### config.mk
export PLATFORM = sky130hd
export DESIGN_NAME = mem_port_arbiter
export DESIGN_NICKNAME = d
export VERILOG_FILES = /design/src/rtl/mem_port_arbiter.sv
export SDC_FILE = /design/constraint.sdc
export NUM_CORES = 1
export LEC_CHECK = 0
export ABC_CLOCK_PERIOD_IN_PS = 2800
export CAP_MARGIN = 10
export CORE_MARGIN = 2
export CORE_UTILIZATION = 48
export DETAILED_ROUTE_END_ITERATION = 16
export PLACE_DENSITY = 0.87
export SYNTH_ARGS = -nofsm -noshare
export SYNTH_HDL_FRONTEND = slang
export SYNTH_SLANG_ARGS = --single-unit
### constraint.sdc
create_clock -name cpu_clk -period 2.8 [get_ports cpu_clk]
set_input_delay 0.28 -clock cpu_clk [delete_from_list [all_inputs] [get_ports cpu_clk]]
set_output_delay 0.28 -clock cpu_clk [all_outputs]
set_load 0.05 [all_outputs]
### src/rtl/mem_port_arbiter.sv
// Shared memory port arbiter. A fetch port and a data port share one
// registered memory request port. Data normally wins a collision, but after
// FAIR_MAX consecutive data grants with a fetch waiting, the fetch goes next.
// Each grant waits at most TIMEOUT cycles for m_ack. After that it completes
// with zero read data and an err pulse.
module mem_port_arbiter #(
    parameter int TIMEOUT  = 64,
    parameter int FAIR_MAX = 4
) (
    input  logic        cpu_clk,
    input  logic        cpu_rst,
    input  logic        if_req,
    input  logic [31:0] if_addr,
    output logic [31:0] if_rdata,
    output logic        if_ack,
    input  logic        d_req,
    input  logic        d_we,
    input  logic [31:0] d_addr,
    input  logic [31:0] d_wdata,
    output logic [31:0] d_rdata,
    output logic        d_ack,
    output logic        m_req,
    output logic        m_we,
    output logic [31:0] m_addr,
    output logic [31:0] m_wdata,
    input  logic [31:0] m_rdata,
    input  logic        m_ack,
    output logic        err,
    output logic        stall_if,
    output logic        stall_d
);
    // Wait counter only has to reach TIMEOUT-1; streak has to reach FAIR_MAX.
    localparam int CW = (TIMEOUT > 1) ? $clog2(TIMEOUT) : 1;
    localparam int SW = $clog2(FAIR_MAX + 1);
    localparam logic [CW-1:0] WAIT_LAST  = CW'(TIMEOUT - 1);
    localparam logic [SW-1:0] STREAK_MAX = SW'(FAIR_MAX);

    typedef enum logic [2:0] {IDLE, GNT_I, GNT_D, DONE_I, DONE_D} state_e;

    state_e        state_q;
    logic [CW-1:0] wait_q;
    logic [SW-1:0] streak_q;
    logic          m_req_q, m_we_q, if_ack_q, d_ack_q, err_q;
    logic [31:0]   m_addr_q, m_wdata_q, if_rdata_q, d_rdata_q;

    logic          streak_sat;
    logic          data_win_d;
    logic [SW-1:0] streak_d;

    // Arbitration decision and the streak value to load on a data grant.
    always_comb begin
        streak_sat = (streak_q == STREAK_MAX);
        data_win_d = d_req & (~streak_sat | ~if_req);
        streak_d   = '0;
        if (if_req)
            streak_d = streak_sat ? streak_q : streak_q + 1'b1;
    end

    // Arbiter FSM with all memory-side and ack outputs registered.
    always_ff @(posedge cpu_clk or negedge cpu_rst) begin
        if (!cpu_rst) begin
            state_q    <= IDLE;
            wait_q     <= '0;
            streak_q   <= '0;
            m_req_q    <= 1'b0;
            m_we_q     <= 1'b0;
            m_addr_q   <= '0;
            m_wdata_q  <= '0;
            if_ack_q   <= 1'b0;
            d_ack_q    <= 1'b0;
            err_q      <= 1'b0;
            if_rdata_q <= '0;
            d_rdata_q  <= '0;
        end else begin
            if_ack_q <= 1'b0;
            d_ack_q  <= 1'b0;
            err_q    <= 1'b0;
            unique case (state_q)
                IDLE: begin
                    if (data_win_d) begin
                        state_q   <= GNT_D;
                        m_req_q   <= 1'b1;
                        m_we_q    <= d_we;
                        m_addr_q  <= d_addr;
                        m_wdata_q <= d_wdata;
                        wait_q    <= '0;
                        streak_q  <= streak_d;
                    end else if (if_req) begin
                        state_q   <= GNT_I;
                        m_req_q   <= 1'b1;
                        m_we_q    <= 1'b0;
                        m_addr_q  <= if_addr;
                        m_wdata_q <= '0;
                        wait_q    <= '0;
                        streak_q  <= '0;
                    end
                end
                GNT_I, GNT_D: begin
                    if (m_ack) begin
                        m_req_q <= 1'b0;
                        if (state_q == GNT_D) begin
                            state_q <= DONE_D;
                            d_ack_q <= 1'b1;
                            // A write leaves the last read data in place.
                            if (!m_we_q) d_rdata_q <= m_rdata;
                        end else begin
                            state_q    <= DONE_I;
                            if_ack_q   <= 1'b1;
                            if_rdata_q <= m_rdata;
                        end
                    end else if (wait_q == WAIT_LAST) begin
                        // Give up: complete the requester with zero data and flag it.
                        m_req_q <= 1'b0;
                        err_q   <= 1'b1;
                        if (state_q == GNT_D) begin
                            state_q   <= DONE_D;
                            d_ack_q   <= 1'b1;
                            d_rdata_q <= '0;
                        end else begin
                            state_q    <= DONE_I;
                            if_ack_q   <= 1'b1;
                            if_rdata_q <= '0;
                        end
                    end else begin
                        wait_q <= wait_q + 1'b1;
                    end
                end
                // One ack cycle, then back to IDLE so the finishing requester
                // has dropped its request before arbitration runs again.
                DONE_I, DONE_D: state_q <= IDLE;
                default:        state_q <= IDLE;
            endcase
        end
    end

    assign m_req    = m_req_q;
    assign m_we     = m_we_q;
    assign m_addr   = m_addr_q;
    assign m_wdata  = m_wdata_q;
    assign if_ack   = if_ack_q;
    assign d_ack    = d_ack_q;
    assign err      = err_q;
    assign if_rdata = if_rdata_q;
    assign d_rdata  = d_rdata_q;
    assign stall_if = if_req & ~if_ack_q;
    assign stall_d  = d_req & ~d_ack_q;

endmodule

==> results.py, run 1 <==
metrics = {
    "synth": {
        "synth_enable_flop_cells": 0,
        "synth_top_cells_by_area": "dfrtp_1, o211a_1, o21ai_0",
        "ys_types": 49,
        "netlist.area_leader.share": 0.5293,
        "netlist_area_um2": 6855,
        "syn_nets": 808,
        "synth-seq-cells": 145,
        "syn_avg_cell_area_um2": 10.22,
        "yosysWarningCount": 0,
        "synth_largest_area_cell": "dfrtp_1",
        "async_flop_share": 1.000,
        "synth-main-ff-cell": "dfrtp_1",
        "synthCells": 671,
        "yosysSeqAreaShare": 0.5293,
    },
    "cells_and_area": {
        "area_delta_synth_final_pct": 50.63,
        "diodes": 0,
        "drive_above_1_share": 0.07235,
        "final_common_cell": "clkdlybuf4s50_1",
        "finalInstanceArea_um2": 10330,
        "fill_cells": 1009,
        "finalNetCount": 1050,
        "regArea_um2": 3628,
        "multi_input_area_um2": 2658,
        "layout_common_cells": "clkdlybuf4s50_1, dfrtp_1, inv_1",
    },
    "critical_path": {
        "cp_max_fo": 8,
        "crit_path_frequent_cell": "clkdlybuf4s50_1",
        "crit_family": "buffers and inverters",
        "setup.worst_path.end": "stall_if",
        "r2r-end": "m_wdata[7]",
        "cp_slowest_cell": "clkdlybuf4s50_1",
        "max_stage_delay_ns": 0.81,
        "arrival_ns": 1.87,
        "crit_required_ns": 2.52,
        "path_buf_inv": 2,
        "regToRegStartpoint": "state_q[2]",
        "path_cells": "clkdlybuf4s50_1 > nor2b_1 > clkdlybuf4s50_1",
        "crit_path_start_kind": "input pin",
        "r2r_cells": 4,
        "crit_type": "in2out",
        "reg2reg_slack_ns": 0.67,
        "crit_path_end_kind": "primary output",
        "setup.worst_path.start": "if_req",
        "worstSetupPathDepth": 3,
    },
    "route": {
        "antenna_left": 0,
        "avgRoutedWirePerCell_um": 18.27,
        "vias_per_cell": 5.692,
        "wl_mm": 20.20,
        "route.vias.total": 6295,
        "first_pass_iters": 5,
        "drtIter0Drc": 356,
        "drcViolationCount": 0,
    },
    "floorplanning": {
        "design.core.area_um2": 13930,
        "io_pins": 269,
        "die_height_um": 123.5,
        "rows": 43,
        "initial_core_util": 0.4920,
        "die_area_um2": 15250,
        "die_w_um": 123.5,
    },
    "pwr": {
        "combPwrFrac": 0.560,
        "peakVddDrop_uv": 864.8,
        "powerDensity_nw_per_um2": 1333,
        "p_switching_w": 0.006409,
        "p_leak_nw": 4.635,
        "power.share.clock": 0.173,
        "p_int_w": 0.007353,
        "pwr-share-seq": 0.267,
        "switching_share": 0.4657,
    },
    "placement": {
        "dp_hpwl_mm": 13.47,
        "placed_cell_area_um2": 9696,
        "gp_congestion": 0.7945,
        "io_buffers": 268,
    },
    "grt": {
        "grt_pass1_vias": 6001,
        "grt_max_degree": 75,
        "grt-ovfl-total": 0,
        "grt.total_usage": 0.2613,
        "grt_pass1_wl_mm": 31.02,
        "antenna_found_initial": 0,
    },
    "sta": {
        "hold_viol_final": 0,
        "maxSlewHeadroom": 0.5423,
        "finClkSkew_ns": 0.007029,
        "fmax_ghz": 0.4642,
        "max_slew.worst_pin.slew_ns": 0.6866,
        "slew_viol_final": 0,
        "rsz0062_at_grt": "false",
        "fin_setup_tns_ns": 0,
        "post-route-period-util": 0.7694,
        "setup_viol": 0,
        "period_needed_ns": 2.154,
    },
    "clock_network": {
        "cts_setup_buffers": 0,
        "clk_latency_ns": 0.41,
        "cts_tree": "done",
        "cts_buffer_depth": 2,
        "clock-sinks": 145,
        "clockRootBuffer": "clkbuf_16",
        "cts.clk_slew.worst_paths_ns": 0.06,
        "htree_levels": 4,
        "numCtsBuffers": 17,
    },
    "status": {
        "status": "completed",
    },
    "min_path": {
        "min_path_type": "in2reg",
    },
    "flow_run": {
        "cap_violations": 0,
    },
}
routing by layer:
| metal | track usage | up-vias | routed length [um] |
|---|---|---|---|
| met5 | 0 | - | 0 |
| met4 | 0.1016 | 0 | 527 |
| met3 | 0.05627 | 38 | 1315 |
| met2 | 0.4269 | 248 | 9966 |
| met1 | 0.3407 | 3058 | 8393 |
| li1 | - | 2951 | - |
cell usage after synthesis, types with 3 or more instances:
cell,count
nand3_1,36
o21ai_1,7
a211o_1,32
buf_4,4
a21oi_1,34
clkbuf_1,39
dfrtp_1,145
o21ai_0,60
buf_6,5
a22oi_1,32
nor3_1,33
ha_1,3
inv_1,69
nor2b_1,3
a32o_1,4
a31oi_1,34
nor2_1,11
buf_2,17
mux2i_1,3
a22o_1,33
o211a_1,33
sequential cells by signal, summed over array words and instances (netlist names):
| name | count |
|---|---|
| d_rdata | 32 |
| if_rdata | 32 |
| m_addr | 32 |
| m_wdata | 32 |
| wait_q | 6 |
| state_q | 3 |
| streak_q | 3 |
| d_ack | 1 |
| err | 1 |
| if_ack | 1 |
| m_req | 1 |
| m_we | 1 |
logic make-up (layout without fill, tap and decap cells):
logic type / count (synthesis) / in the layout / share of synthesized area
AOI/OAI and AO/OA: 279 / 279 / 0.2891
xor gates and xnor gates: 2 / 2 / 0.002556
adders and majority gates: 3 / 3 / 0.005476
buffers and inverters: 138 / 393 / 0.08651
DFF: 145 / 145 / 0.5293
muxes: 5 / 5 / 0.007666
and+or+nand+nor: 99 / 99 / 0.07940
through the flow:
| step | power (W) | worst slack (ns) | hold WS, ns | cells | util |
|---|---|---|---|---|---|
| final | 0.01376 | 0.6457 | 0.4440 | 1106 | 0.7410 |
| after global routing | 0.01445 | 0.5505 | 0.4461 | 1106 | 0.7410 |
| after CTS | 0.01383 | 0.6455 | 0.4294 | 1106 | 0.7410 |
| after detailed placement | 0.01140 | 0.6503 | 0.3543 | 1073 | 0.6958 |
| after global placement | 0.01125 | 0.6508 | 0.3534 | 1073 | 0.6958 |
| after floorplan | 0.008820 | 1.073 | -0.01559 | 671 | - |
how the worst min path moves through the flow:
stage | depth (start not counted) | start | end | slack, ns
2_1_floorplan | 0 | cpu_rst | d_ack | -0.02
3_3_place_gp | 1 | cpu_rst | if_rdata[16] | 0.35
3_5_place_dp | 1 | cpu_rst | if_rdata[19] | 0.35
4_1_cts | 3 | if_addr[2] | m_addr[2] | 0.43
5_1_grt | 3 | if_addr[17] | m_addr[17] | 0.45
6_report | 3 | if_addr[2] | m_addr[2] | 0.44
timing repair:
action	4_1_cts	5_1_grt
endpoints found under the hold margin	71	0
resized for setup	0	0
hold buffers	1	0
power groups by stage:
stage / Sequential [W] / Combinational (W) / Clock (W)
after floorplan: 0.00641 / 0.00241 / 0
after global placement: 0.00364 / 0.00760 / 0
after detailed placement: 0.00368 / 0.00772 / 0
after CTS: 0.00367 / 0.00774 / 0.00242
after global routing: 0.00379 / 0.00814 / 0.00251
final: 0.00368 / 0.00770 / 0.00238
tightest hold or removal path: cells and delay by family:
family | cells | cell delay, ns
buffers and inverters | 1 | 0.39
AO/OA/AOI/OAI | 2 | 0.15
area by class of cell:
cell class / count / share of cell area
Multi-Input combinational cell: 388 / 0.2574
Clock buffer: 21 / 0.04459
Inverter: 70 / 0.02545
Clock inverter: 11 / 0.01551
Timing Repair Buffer: 291 / 0.2839
Tap cell: 180 / 0.02181
Sequential cell: 145 / 0.3514
Note: power is estimated with default switching activity, not from simulation.
==> run 2: changes to the inputs <==
==> config.mk (replaced) <==
export PLATFORM = sky130hd
export DESIGN_NAME = mem_port_arbiter
export DESIGN_NICKNAME = d
export VERILOG_FILES = /design/src/rtl/mem_port_arbiter.sv
export SDC_FILE = /design/constraint.sdc
export NUM_CORES = 1
export LEC_CHECK = 0
export ABC_CLOCK_PERIOD_IN_PS = 2190
export CAP_MARGIN = 10
export CORE_MARGIN = 2
export CORE_UTILIZATION = 44
export DETAILED_ROUTE_END_ITERATION = 16
export PLACE_DENSITY = 0.81
export SYNTH_ARGS = -nofsm -noshare
export SYNTH_HDL_FRONTEND = slang
export SYNTH_SLANG_ARGS = --single-unit
==> constraint.sdc (replaced) <==
create_clock -name cpu_clk -period 2.19 [get_ports cpu_clk]
set_input_delay 0.219 -clock cpu_clk [delete_from_list [all_inputs] [get_ports cpu_clk]]
set_output_delay 0.219 -clock cpu_clk [all_outputs]
set_load 0.05 [all_outputs]
==> results.py, run 2 (synthesis results as in run 1) <==
metrics = {
    "clock_network": {
        "cts_setup_buffers": 0,
        "cts.clk_slew.worst_paths_ns": 0.06,
        "cts_buffer_depth": 2,
        "clk_latency_ns": 0.42,
        "htree_levels": 4,
        "cts_tree": "done",
        "cts_resized": 0,
        "clockRootBuffer": "clkbuf_16",
        "hold_buffers": 1,
        "clock-sinks": 145,
        "numCtsBuffers": 17,
    },
    "cells_and_area": {
        "area_delta_synth_final_pct": 51.82,
        "layout_common_cells": "clkdlybuf4s50_1, dfrtp_1, inv_1",
        "drive_above_1_share": 0.07849,
        "diodes": 0,
        "fill_cells": 1186,
        "final_common_cell": "clkdlybuf4s50_1",
        "finalNetCount": 1054,
    },
    "floorplanning": {
        "die_height_um": 128.8,
        "design.core.area_um2": 15200,
        "die_w_um": 128.8,
        "rows": 45,
        "io_pins": 269,
        "die_area_um2": 16590,
        "initial_core_util": 0.4509,
    },
    "grt": {
        "grt-ovfl-total": 0,
        "grt.total_usage": 0.2501,
        "grt_pass1_wl_mm": 32.56,
        "grt_pass1_vias": 6119,
        "grt_max_degree": 67,
        "antenna_found_initial": 0,
    },
    "flow_run": {
        "cap_violations": 0,
    },
    "pwr": {
        "powerDensity_nw_per_um2": 1706,
        "peakVddDrop_uv": 881.4,
        "p_leak_nw": 4.663,
    },
    "route": {
        "drtIter0Drc": 488,
        "route.vias.total": 6411,
        "wl_mm": 20.77,
        "drcViolationCount": 0,
        "avgRoutedWirePerCell_um": 18.58,
        "first_pass_iters": 5,
        "antenna_left": 0,
        "vias_per_cell": 5.734,
    },
    "placement": {
        "io_buffers": 268,
        "dp_hpwl_mm": 13.71,
        "dp_slack_ns": 0.2488,
        "gp_congestion": 0.8260,
    },
    "critical_path": {
        "crit_required_ns": 1.97,
        "cp_max_fo": 2,
        "cp_slowest_cell": "clkdlybuf4s50_1",
        "crit_type": "reg2out",
        "crit_family": "buffers and inverters",
        "path_cells": "clkdlybuf4s50_1",
        "crit_path_end_kind": "primary output",
        "path_buf_inv": 1,
        "arrival_ns": 1.65,
        "max_stage_delay_ns": 0.83,
        "crit_path_start_kind": "register",
    },
    "sta": {
        "max_slew.worst_pin.slew_ns": 0.5971,
        "finClkSkew_ns": 0.005987,
        "setup_viol": 0,
        "rsz0062_at_grt": "false",
        "whs_ns": 0.3337,
        "slew_viol_final": 0,
        "fin_setup_tns_ns": 0,
        "fmax_ghz": 0.5338,
        "hold_viol_final": 0,
        "worst_slack_ns": 0.3165,
        "period_needed_ns": 1.873,
        "maxSlewHeadroom": 0.6002,
        "post-route-period-util": 0.8555,
    },
    "status": {
        "status": "completed",
    },
    "min_path": {
        "min_path_type": "in2async",
    },
}
-- run 2: changes by cell type in the layout (fill, tap and decap cells not counted), sizes merged --
cell / before / now
buf: 24 / 29
clkbuf: 21 / 19
bufinv: 4 / 5
clkdlybuf4s50: 266 / 265
clkinv: 5 / 4
clkinvlp: 2 / 3
inv: 70 / 71
-- run 2: worst reg2reg max path, delay by kind of cell, from the launching register on --
kind                   cells  cell delay, ns
flip-flops                 1            0.61
AND/OR/NAND/NOR            1            0.53
AO/OA/AOI/OAI              1            0.37
buffers and inverters      1            0.21
-- run 2: report_power, final --
group / switching [W] / internal (W)
logic: 0.00624 / 0.00363
registers: 0.000873 / 0.00383
clock network: 0.00112 / 0.00205
-- run 2: metrics by stage --
step,std cells,utilization,cell area (um^2),power [W]
after floorplan,671,-,6855,0.01128
after global placement,1085,0.6411,9746,0.01443
after detailed placement,1085,0.6411,9746,0.01460
after CTS,1118,0.6846,10410,0.01786
after global routing,1118,0.6846,10410,0.01864
final,1118,0.6846,10410,0.01775
-- run 2: worst paths after layout --
| kind | start | end | slack (ns) | cells past startpoint |
|---|---|---|---|---|
| max | d_ack | d_ack | 0.32 | 1 |
| min | cpu_rst | d_rdata[13] | 0.33 | 2 |
| max reg2reg | state_q[1] | d_rdata[21] | 0.36 | 3 |
| min reg2reg | m_wdata[24] | m_wdata[24] | 0.50 | 1 |
| max in group asynchronous | cpu_rst | m_addr[4] | 1.15 | 3 |
| min in group cpu_clk | if_addr[26] | m_addr[26] | 0.38 | 3 |
-- run 2: cell type report --
class | instances | area (um^2) | area share
sequential | 145 | 3628 | 0.3486
timing repair buffer | 295 | 2972 | 0.2855
clock inverter | 13 | 209.0 | 0.02008
inverter | 70 | 262.8 | 0.02525
clock buffer | 19 | 442.9 | 0.04256
tap | 188 | 235.2 | 0.02260
multi-input combinational | 388 | 2658 | 0.2553
-- run 2: routing by layer --
metal / share of wire / wire, um / GRT usage / vias up
li1: - / - / - / 2966
met1: 0.42 / 8635 / 0.3303 / 3138
met2: 0.49 / 10190 / 0.3968 / 265
met3: 0.065 / 1359 / 0.05655 / 42
met4: 0.028 / 585 / 0.1106 / 0
met5: 0 / 0 / 0 / -
